File: src/rtl/demux_pkg.sv
// Shared constants for the 1-to-2 stream demux and its per-port buffers.
package demux_pkg;

    localparam int BUF_DEPTH = 2;
    localparam int OCC_W     = 2;
    localparam int PORT0     = 0;
    localparam int PORT1     = 1;

    // Occupancy after one cycle of optional push and optional pop.
    function automatic logic [OCC_W-1:0] occ_next(input logic [OCC_W-1:0] occ,
                                                  input logic push, input logic pop);
        logic [OCC_W-1:0] r;
        r = occ;
        if (push && !pop)
            r = occ + OCC_W'(1);
        else if (!push && pop)
            r = occ - OCC_W'(1);
        return r;
    endfunction

endpackage

File: src/rtl/stream_buf2.sv
// Two-entry valid/ready FIFO. The head word is read from the storage
// registers, so it holds steady while the consumer stalls.
module stream_buf2
    import demux_pkg::*;
#(
    parameter int N = 128
) (
    input  logic         clk,
    input  logic         rst,
    input  logic         push,
    input  logic [N-1:0] din,
    output logic         full,
    output logic         empty,
    input  logic         ready,
    output logic [N-1:0] dout
);

    logic [BUF_DEPTH-1:0][N-1:0] mem;
    logic                        wr_ptr;
    logic                        rd_ptr;
    logic [OCC_W-1:0]            occ;
    logic                        push_ok;
    logic                        pop;

    assign full    = (occ == OCC_W'(BUF_DEPTH));
    assign empty   = (occ == '0);
    assign push_ok = push && !full;
    assign pop     = !empty && ready;
    assign dout    = mem[rd_ptr];

    // Storage, pointers and occupancy; push and pop may share a cycle.
    always_ff @(posedge clk) begin
        if (rst) begin
            mem    <= '0;
            wr_ptr <= 1'b0;
            rd_ptr <= 1'b0;
            occ    <= '0;
        end else begin
            if (push_ok) begin
                mem[wr_ptr] <= din;
                wr_ptr      <= ~wr_ptr;
            end
            if (pop)
                rd_ptr <= ~rd_ptr;
            occ <= occ_next(occ, push_ok, pop);
        end
    end

endmodule

File: src/rtl/demux2_stream.sv
// 1-to-2 stream demultiplexer. Each output owns a 2-entry buffer so a stalled
// consumer only blocks beats aimed at it; s_ready depends only on s_sel and
// registered occupancy, never on the output ready inputs.
module demux2_stream
    import demux_pkg::*;
#(
    parameter int N  = 128,
    parameter int CW = 16
) (
    input  logic          clk,
    input  logic          rst,
    input  logic          s_valid,
    output logic          s_ready,
    input  logic [N-1:0]  s_data,
    input  logic          s_sel,
    output logic          m0_valid,
    input  logic          m0_ready,
    output logic [N-1:0]  m0_data,
    output logic          m1_valid,
    input  logic          m1_ready,
    output logic [N-1:0]  m1_data,
    output logic [CW-1:0] cnt0,
    output logic [CW-1:0] cnt1
);

    logic [1:0]         full;
    logic [1:0]         empty;
    logic [1:0]         push;
    logic [1:0]         rdy;
    logic [1:0][N-1:0]  dout;
    logic [1:0][CW-1:0] cnt;
    logic               accept;

    assign s_ready = !full[s_sel];
    assign accept  = s_valid && s_ready;
    assign rdy     = {m1_ready, m0_ready};

    generate
        for (genvar k = 0; k < 2; k++) begin : g_port
            assign push[k] = accept && (s_sel == 1'(k));

            stream_buf2 #(.N(N)) u_buf (
                .clk   (clk),
                .rst   (rst),
                .push  (push[k]),
                .din   (s_data),
                .full  (full[k]),
                .empty (empty[k]),
                .ready (rdy[k]),
                .dout  (dout[k])
            );
        end
    endgenerate

    // Per-port accepted-beat counters, wrapping naturally at 2^CW.
    always_ff @(posedge clk) begin
        if (rst) begin
            cnt <= '0;
        end else begin
            for (int k = 0; k < 2; k++)
                if (push[k])
                    cnt[k] <= cnt[k] + CW'(1);
        end
    end

    assign m0_valid = !empty[PORT0];
    assign m1_valid = !empty[PORT1];
    assign m0_data  = dout[PORT0];
    assign m1_data  = dout[PORT1];
    assign cnt0     = cnt[PORT0];
    assign cnt1     = cnt[PORT1];

endmodule

File: config.mk
export PLATFORM = sky130hd
export DESIGN_NAME = demux2_stream
export DESIGN_NICKNAME = d
export VERILOG_FILES = /design/src/rtl/demux_pkg.sv /design/src/rtl/stream_buf2.sv /design/src/rtl/demux2_stream.sv
export SDC_FILE = /design/constraint.sdc
export NUM_CORES = 1
export LEC_CHECK = 0
export BUFFER_PORTS_ARGS = -buffer_cell sky130_fd_sc_hd__buf_2
export CAP_MARGIN = 20
export CORE_UTILIZATION = 45
export DETAILED_ROUTE_END_ITERATION = 7
export HOLD_SLACK_MARGIN = 0.1
export PLACE_DENSITY = 0.73
export SLEW_MARGIN = 20
export SYNTH_ARGS = -nofsm -noshare
export SYNTH_HDL_FRONTEND = slang
export SYNTH_SLANG_ARGS = --single-unit
File: constraint.sdc
create_clock -name clk -period 3.19 [get_ports clk]
set_input_delay 0.7975 -clock clk [delete_from_list [all_inputs] [get_ports clk]]
set_output_delay 0.7975 -clock clk [all_outputs]
set_load 0.005 [all_outputs]
==> flow_results.org, run 1 <==
** Outcome
- Run status :: finished clean

** Logic synthesis
- The synthesized netlist devotes 0.789% of its cell area to XOR and XNOR gates.
- Post-synthesis simple-gate area fraction :: 19.8%
- Multiplexer share of the synthesized area :: 13.0%
- Nets in the synthesized netlist :: 2862
- Register bit total from synthesis :: 552
- Sequential cells were found to cover 49.8% of the synthesized design area.
- Synthesis instantiated 33 different standard cells from the library.
- Dominant combinational cell family by area after synthesis :: simple AND/OR/NAND/NOR gates
- Synthesized area per cell :: 8.15 µm²
- The Yosys step of the flow raised 0 warnings.
- After synthesis the cells add up to 0.0222 mm².
- Summing the areas of all compound-gate instances in the mapped netlist gives 12.7% of the synthesized area.
- Gate Count Post-Synth :: 2724
- After Yosys synthesis, full adders, half adders and majority gates account for 0.226% of the synthesized area.

** Layout
- The library cell used most frequently in the layout, excluding fill and tap cells, is sky130_fd_sc_hd__nand2_1.
- Once layout is done, the placed cells without fillers occupy 0.0271 mm².
- After the last flow step, the layout net total stands at 3179.
- Most frequent cells in the layout :: 1039 x sky130_fd_sc_hd__nand2_1, 550 x sky130_fd_sc_hd__dfxtp_1, 534 x sky130_fd_sc_hd__a21oi_1, 423 x sky130_fd_sc_hd__buf_2, 256 x sky130_fd_sc_hd__mux2_2
- Cells with a size suffix above 1 make up 26.8% of the layout.
- Compared with the post-synthesis result, the final layout area differs by 22.0%.

** Placed design
- The congestion estimate from routability-driven global placement came to 0.786.
- Worst slack at placement :: 612 ps
- Placed cell areas :: 0.0251 mm²
- Buffers placed on the I/O ports in this run total 424.
- Detailed placement finished with a half-perimeter wire length of 39000 µm.

** Route
- For this run, design rule violations remaining after detail routing come to 0.
- In this run the remaining antenna-violating nets after routing total 0.
- The routed design has 62500 µm of wire.
- After the first detailed-routing iteration, the DRC count stood at 1266.
- After detailed routing, the number of vias per cell comes to 5.19.
- Number of detailed-route iterations in the first pass :: 5
- Routed wire per std cell :: 16.6 µm
- Detailed routing inserted a total of 19500 vias.

** Clock network
- Buffer type at the clock tree root :: sky130_fd_sc_hd__clkbuf_16
- Clock edge transition at the registers on the reported setup and hold paths :: 60 ps
- The clock reaches the later pin of the worst-skew pair after 600 ps.
- CTS tree :: done
- Counting along the longest clock path gives a buffer depth of 3.
- TritonCTS Buffers :: 57
- The clock net in this run drives a total of 552 sinks.
- Hold buffers post-CTS :: 0
- H-tree lvl count :: 2
- Post-CTS repair changed the size of 0 cells.
- In this run the post-CTS setup repair buffer count came out at 0.

** STA
- For the pin with the worst max-slew slack, the measured transition is 773 ps.
- Final Setup Violations :: 0
- In this run the tightest slew margin relative to its limit is 48.3%.
- The final-report max-slew violation count came to 0.
- Min setup slack post-route :: 301 ps
- Final critical-path share of the clock period :: 90.5%
- Worst-case hold slack :: 450 ps
- In the final timing run, aggregate negative setup slack is 0 ps.
- Based on the critical path, the design can be clocked at up to 346 MHz.
- The number of hold violations in the final report is 0.
- Across the routed clock network, the largest skew measured is 16.0 ps.
- The smallest clock period supported by the final layout is computed as 2890 ps.
- Setup repair after global routing missed its margin :: false

** Critical path
- By startpoint and endpoint, the worst setup path is classified as reg2out.
- The endpoint identified for the worst register-to-register timing path is g_port[1].u_buf.mem[51]$_SDFFE_PP0P_.
- Required time of the worst setup path :: 2390 ps
- The worst setup path is launched from a register.
- The worst setup path is captured at an output port.
- The number of cells on the worst reg-to-reg path is 5.
- Along the worst path, the maximum fanout reaches 39.
- Beginning of the worst register-to-register path :: g_port[1].u_buf.occ[1]$_SDFFE_PP0P_
- Across all register-to-register paths, the minimum setup slack is 790 ps.
- Data arrival, critical path :: 2090 ps

** Floorplanning
- Pin placement for this block handled 425 I/O pins.
- In this run the horizontal extent of the chip is 224 µm.
- The core region is 0.0487 mm².
- The die is 224 µm tall.
- Std cell rows :: 81
- Starting density of the core :: 45.5%
- Area enclosed by the die boundary :: 0.0502 mm²

** Global routing
- Number of antenna violations at the first check in global routing :: 10
- Global routing consumed, over all layers together, 24.0% of the routing resources.
- For this run the aggregate overflow at the end of global routing stands at 0.
- The number of global-route vias before repair came to 18000.
- The first global-routing pass estimated 97900 µm of wire.
- Entering global routing, the biggest net connects 89 pins.

** Hold path
- In this run the worst hold path is classified as reg2reg.
- Hold depth :: 2
- The worst hold path begins at g_port[1].u_buf.mem[150]$_SDFFE_PP0P_.
- Hold endpoint :: g_port[1].u_buf.mem[150]$_SDFFE_PP0P_

** Pwr
- For this design the static power due to leakage is 10.8 nW.
- VDD IR-drop max :: 0.000464 V
- Power density over cell area :: 666 mW/mm²
- Overall power consumption after layout is estimated at 18.0 mW.

** Run
- Count of maximum capacitance violations :: 0
[synthesized netlist by cell type (all sizes together)]
cell type / count / area [µm²]
a21oi: 534 / 2670
and2: 1 / 6.26
and3: 2 / 12.5
and4: 2 / 17.5
buf: 26 / 130
clkbuf: 182 / 684
dfxtp: 552 / 11100
ha: 4 / 50.1
inv: 2 / 7.51
mux2: 256 / 2880
nand2: 1039 / 3900
nand2b: 3 / 18.8
nand3: 11 / 55.1
nand4: 7 / 43.8
nor2: 21 / 78.8
nor2b: 3 / 18.8
nor3: 3 / 15.0
nor4: 5 / 31.3
nor4b: 2 / 17.5
o21ai: 14 / 70.1
o21ba: 1 / 10.0
o31a: 1 / 8.76
o31ai: 7 / 52.6
or2: 2 / 12.5
or3: 14 / 87.6
or4: 10 / 78.8
xnor2: 10 / 87.6
xor2: 10 / 87.6
[cells by family after synthesis]
logic type,Yosys count
simple gates,1125
compound gates,557
flops,552
mux,256
buf+inv,210
xor+xnor,20
fa+ha+maj,4
[stage by stage]
step | instances | utilization (%)
global route | 3755 | 55.5
global placement | 3646 | 51.4
CTS | 3749 | 55.5
floorplan | 2724 | -
detailed placement | 3646 | 51.4
finish | 3757 | 55.5
[power by group]
part           switching (mW)  internal (mW)  total (mW)
logic                    2.10           1.49        3.59
clock network            2.72           4.13        6.85
registers               0.235           7.33        7.57
total                    5.06           13.0        18.0
[metal layers]
| layer | GRT usage (%) | vias up | wire, µm |
|---|---|---|---|
| met2 | 39.7 | 616 | 29700 |
| met3 | 5.50 | 108 | 4670 |
| met4 | 8.77 | 6 | 1680 |
| met1 | 30.5 | 9132 | 26400 |
| met5 | 0 | - | 28 |
| li1 | - | 9647 | - |
[worst max-delay path by stage]
| stage | start | endpoint | slack [ps] | cells after the start |
|---|---|---|---|---|
| 4_1_cts | g_port[0].u_buf.rd_ptr$_SDFFE_PP0P_ | m0_data[103] | 240 | 3 |
| 3_3_place_gp | s_sel | cnt1[15]$_SDFFE_PP0P_ | 620 | 5 |
| 2_1_floorplan | s_sel | cnt0[14]$_SDFFE_PP0P_ | 950 | 6 |
| 5_1_grt | g_port[0].u_buf.rd_ptr$_SDFFE_PP0P_ | m0_data[103] | 200 | 3 |
| 3_5_place_dp | s_sel | cnt1[15]$_SDFFE_PP0P_ | 610 | 5 |
| 6_report | g_port[0].u_buf.rd_ptr$_SDFFE_PP0P_ | m0_data[106] | 300 | 3 |
[worst max-delay path, cell delays in order (launching register included)]
cell,delay [ps]
sky130_fd_sc_hd__dfxtp_4,360
sky130_fd_sc_hd__buf_4,520
sky130_fd_sc_hd__mux2_2,430
sky130_fd_sc_hd__buf_2,150
[layout make-up]
class / count / area (µm²)
fillers: 4472 / 21700
diodes: 8 / 20.0
multi-input cells: 1962 / 10400
well taps: 664 / 831
flip-flops and latches: 552 / 11100
inverters: 2 / 7.51
clock inverters: 11 / 141
repair buffers: 466 / 2810
clock buffers: 92 / 1820
[state kept, by name, indices dropped and copies added (netlist names)]
name,flops
cnt0,16
g_port.u_buf.mem,512
g_port.u_buf.rd_ptr,2
cnt1,16
g_port.u_buf.occ,4
g_port.u_buf.wr_ptr,2
Power figures use the tool's default switching activity.
==> run 2: changes to the inputs <==
- CORE_UTILIZATION: 45 -> 35
- PLACE_DENSITY: 0.73 -> 0.61
==> run 2 against run 1 <==
Net effect:
- register-to-register slack barely moved
- clock skew rose by 1.4 ps
- worst hold slack barely moved
- non-clock buffer count rose by 15
- global-route usage fell by 4.1 points
- cell count rose by 5.0%
==> flow_results.org, run 2 (synthesized netlist as in run 1, its figures left out) <==
** Floorplanning
- Number of placed I/O pins :: 425 (unchanged)
- The die area came to 0.0644 mm² (was 0.0502 mm²).
- Horizontal die dimension :: 254 µm (was 224 µm)
- Starting density of the core :: 35.7% (was 45.5%)
- The number of rows in the core area is 91 (was 81).
- Height of the chip :: 254 µm (was 224 µm)
- The core outline area was 0.0622 mm² (was 0.0487 mm²).

** Pwr
- Power density over cell area :: 661 mW/mm² (was 666 mW/mm²)
- Leakage component of the power :: 10.8 nW (about the same)
- The final total power is 18.1 mW (was 18.0 mW).
- VDD IR-drop max :: 0.000417 V (was 0.000464 V)

** Hold path
- The classification of the worst-slack hold path is reg2reg (unchanged).
- Hold depth :: 2 (unchanged)

** Critical path
- The data required time of the worst path is 2390 ps (about the same).
- The critical setup path kind was reg2out (unchanged).
- End of the critical path :: m1_data[99] (was m0_data[106])
- Data arrival, critical path :: 2120 ps (was 2090 ps)
- The category of the worst setup path launch point was a register (unchanged).
- Destination of the worst register-to-register timing path :: g_port[0].u_buf.mem[47]$_SDFFE_PP0P_ (was g_port[1].u_buf.mem[51]$_SDFFE_PP0P_)
- Kind of end point of the critical path :: output port (unchanged)
- The first element of the critical path is g_port[1].u_buf.rd_ptr$_SDFFE_PP0P_ (was g_port[0].u_buf.rd_ptr$_SDFFE_PP0P_).
- The worst-case register-to-register setup slack is 800 ps (was 790 ps).
- The maximum fanout count along the critical path is 50 (was 39).
- Beginning of the worst register-to-register path :: g_port[0].u_buf.occ[1]$_SDFFE_PP0P_ (was g_port[1].u_buf.occ[1]$_SDFFE_PP0P_)
- The logic depth of the worst register-to-register path was 5 (unchanged).

** Clock network
- The number of gates resized after cts came to 0 (unchanged).
- Worst skew pair latency :: 600 ps (about the same)
- The number of buffers inserted by post-CTS setup repair came to 0 (unchanged).
- Buffer type at the clock tree root :: sky130_fd_sc_hd__clkbuf_16 (unchanged)
- The total number of H-tree levels came to 2 (unchanged).
- The clock tree from TritonCTS is done (unchanged).
- TritonCTS Buffers :: 59 (was 57)
- The clock transition time at the flip-flop clock pins of the worst setup and hold paths was 60 ps (about the same).
- The number of clock sinks seen by CTS came to 552 (unchanged).
- CTS max path bufs :: 3 (unchanged)
- Hold buffers post-CTS :: 0 (unchanged)

** Route
- DRC violation count after routing :: 0 (unchanged)
- Number of detailed-route iterations in the first pass :: 5 (unchanged)
- The detailed router's first-iteration violation count came to 1150 (was 1266).
- Routed wire length :: 66200 µm (was 62500 µm)
- Routed wire per std cell :: 16.8 µm (was 16.6 µm)
- Remaining antenna violation count after routing :: 0 (unchanged)
- The via total after detailed routing came to 19200 (was 19500).
- The average via count per standard cell was 4.88 (was 5.19).

** Global routing
- Aggregate global routing overflow :: 0 (unchanged)
- First-pass GRT wire length :: 103000 µm (was 97900 µm)
- The total routing usage reported by global routing came to 19.9% (was 24.0%).
- The number of global-route vias before repair is 18200 (was 18000).
- The maximum number of pins on one net before global-route repair came to 107 (was 89).
- The initial antenna violation count is 7 (was 10).

** STA
- Maximum clock skew at final layout :: 17.4 ps (was 16.0 ps)
- Max-slew violation count :: 0 (unchanged)
- The actual transition at the worst max-transition pin was 1010 ps (was 773 ps).
- Setup repair after global routing missed its margin :: false (unchanged)
- The final period utilization came to 91.4% (was 90.5%).
- Final Setup Violations :: 0 (unchanged)
- The number of hold violations in the final report is 0 (unchanged).
- The worst slew slack as a fraction of its limit came to 32.9% (was 48.3%).
- Time the worst path needs with I/O delays and setup :: 2920 ps (was 2890 ps)
- Maximum clock frequency :: 343 MHz (was 346 MHz)
- The post-route worst setup slack came to 273 ps (was 301 ps).
- Setup TNS after final layout :: 0 ps (unchanged)

** Placed design
- Estimated wirelength of the detail-placed design :: 41800 µm (was 39000 µm)
- Placed Cells incl. Taps :: 3834 (was 3646)
- The number of port buffers is 424 (unchanged).
- The final weighted congestion in routability-driven placement was 0.765 (was 0.786).
- The pre-CTS setup slack is 772 ps (was 612 ps).

** Layout
- The ratio of cells with drive above 1 in the final layout was 27.2% (was 26.8%).
- Most frequent cells in the layout :: 1039 x sky130_fd_sc_hd__nand2_1, 550 x sky130_fd_sc_hd__dfxtp_1, 534 x sky130_fd_sc_hd__a21oi_1, 423 x sky130_fd_sc_hd__buf_2, 256 x sky130_fd_sc_hd__mux2_2 (unchanged)
- The register ranked first by flip-flop count is g_port.u_buf.mem (unchanged).
- The leading cell type in the layout, fill and taps excluded was sky130_fd_sc_hd__nand2_1 (unchanged).
- The number of nets in the finished design was 3196 (was 3179).
- Flip-flop count of the largest register, all copies and words added :: 512 (unchanged)
- The final instance count without filler cells came to 3945 (was 3757).
- Growth of design area from synthesis to finish :: 23.3% (was 22.0%)

** Outcome
- Run status :: finished clean (unchanged)

** Run
- The number of maximum-capacitance violations came to 0 (unchanged).
-- run 2: worst max-delay path, stage by stage, from the launching register on --
cell	delay, ps
sky130_fd_sc_hd__dfxtp_4	570
sky130_fd_sc_hd__buf_12	320
sky130_fd_sc_hd__mux2_2	390
sky130_fd_sc_hd__buf_2	160
-- run 2: layer usage --
metal	global-route usage [%]	share of wire [%]
met1	25.6	44
met2	33.1	48
met5	0	0.092
met4	4.68	1.6
met3	5.23	7.1
-- run 2: report_power, final --
part / leakage (nW) / internal [mW] / switching (mW)
clock: 0.961 / 4.05 / 2.80
combinational: 5.39 / 1.51 / 2.06
sequential: 4.48 / 7.33 / 0.318
-- run 2: worst min-delay path by stage --
stage	start	end	slack, ps
2_1_floorplan	g_port[0].u_buf.mem[128]$_SDFFE_PP0P_	g_port[0].u_buf.mem[128]$_SDFFE_PP0P_	430
3_3_place_gp	g_port[0].u_buf.mem[236]$_SDFFE_PP0P_	g_port[0].u_buf.mem[236]$_SDFFE_PP0P_	440
3_5_place_dp	g_port[1].u_buf.mem[138]$_SDFFE_PP0P_	g_port[1].u_buf.mem[138]$_SDFFE_PP0P_	440
4_1_cts	s_data[88]	g_port[0].u_buf.mem[88]$_SDFFE_PP0P_	430
5_1_grt	s_data[63]	g_port[1].u_buf.mem[63]$_SDFFE_PP0P_	440
6_report	g_port[1].u_buf.mem[140]$_SDFFE_PP0P_	g_port[1].u_buf.mem[140]$_SDFFE_PP0P_	450
-- run 2: cell type report --
class / instances / area, µm²
Antenna cell: 3 / 7.51
Clock buffer: 88 / 1730
Clock inverter: 20 / 223
Fill cell: 6315 / 34800
Inverter: 2 / 7.51
Multi-Input combinational cell: 1962 / 10400
Sequential cell: 552 / 11100
Tap cell: 837 / 1050
Timing Repair Buffer: 481 / 2910
-- run 2: per-stage QoR --
step	instance area, µm²	hold slack [ps]	util (%)
5_1_grt	27300	443	44.0
6_report	27400	450	44.0
3_5_place_dp	25400	443	40.8
4_1_cts	27300	426	44.0
2_1_floorplan	22200	433	-
3_3_place_gp	25400	439	40.8
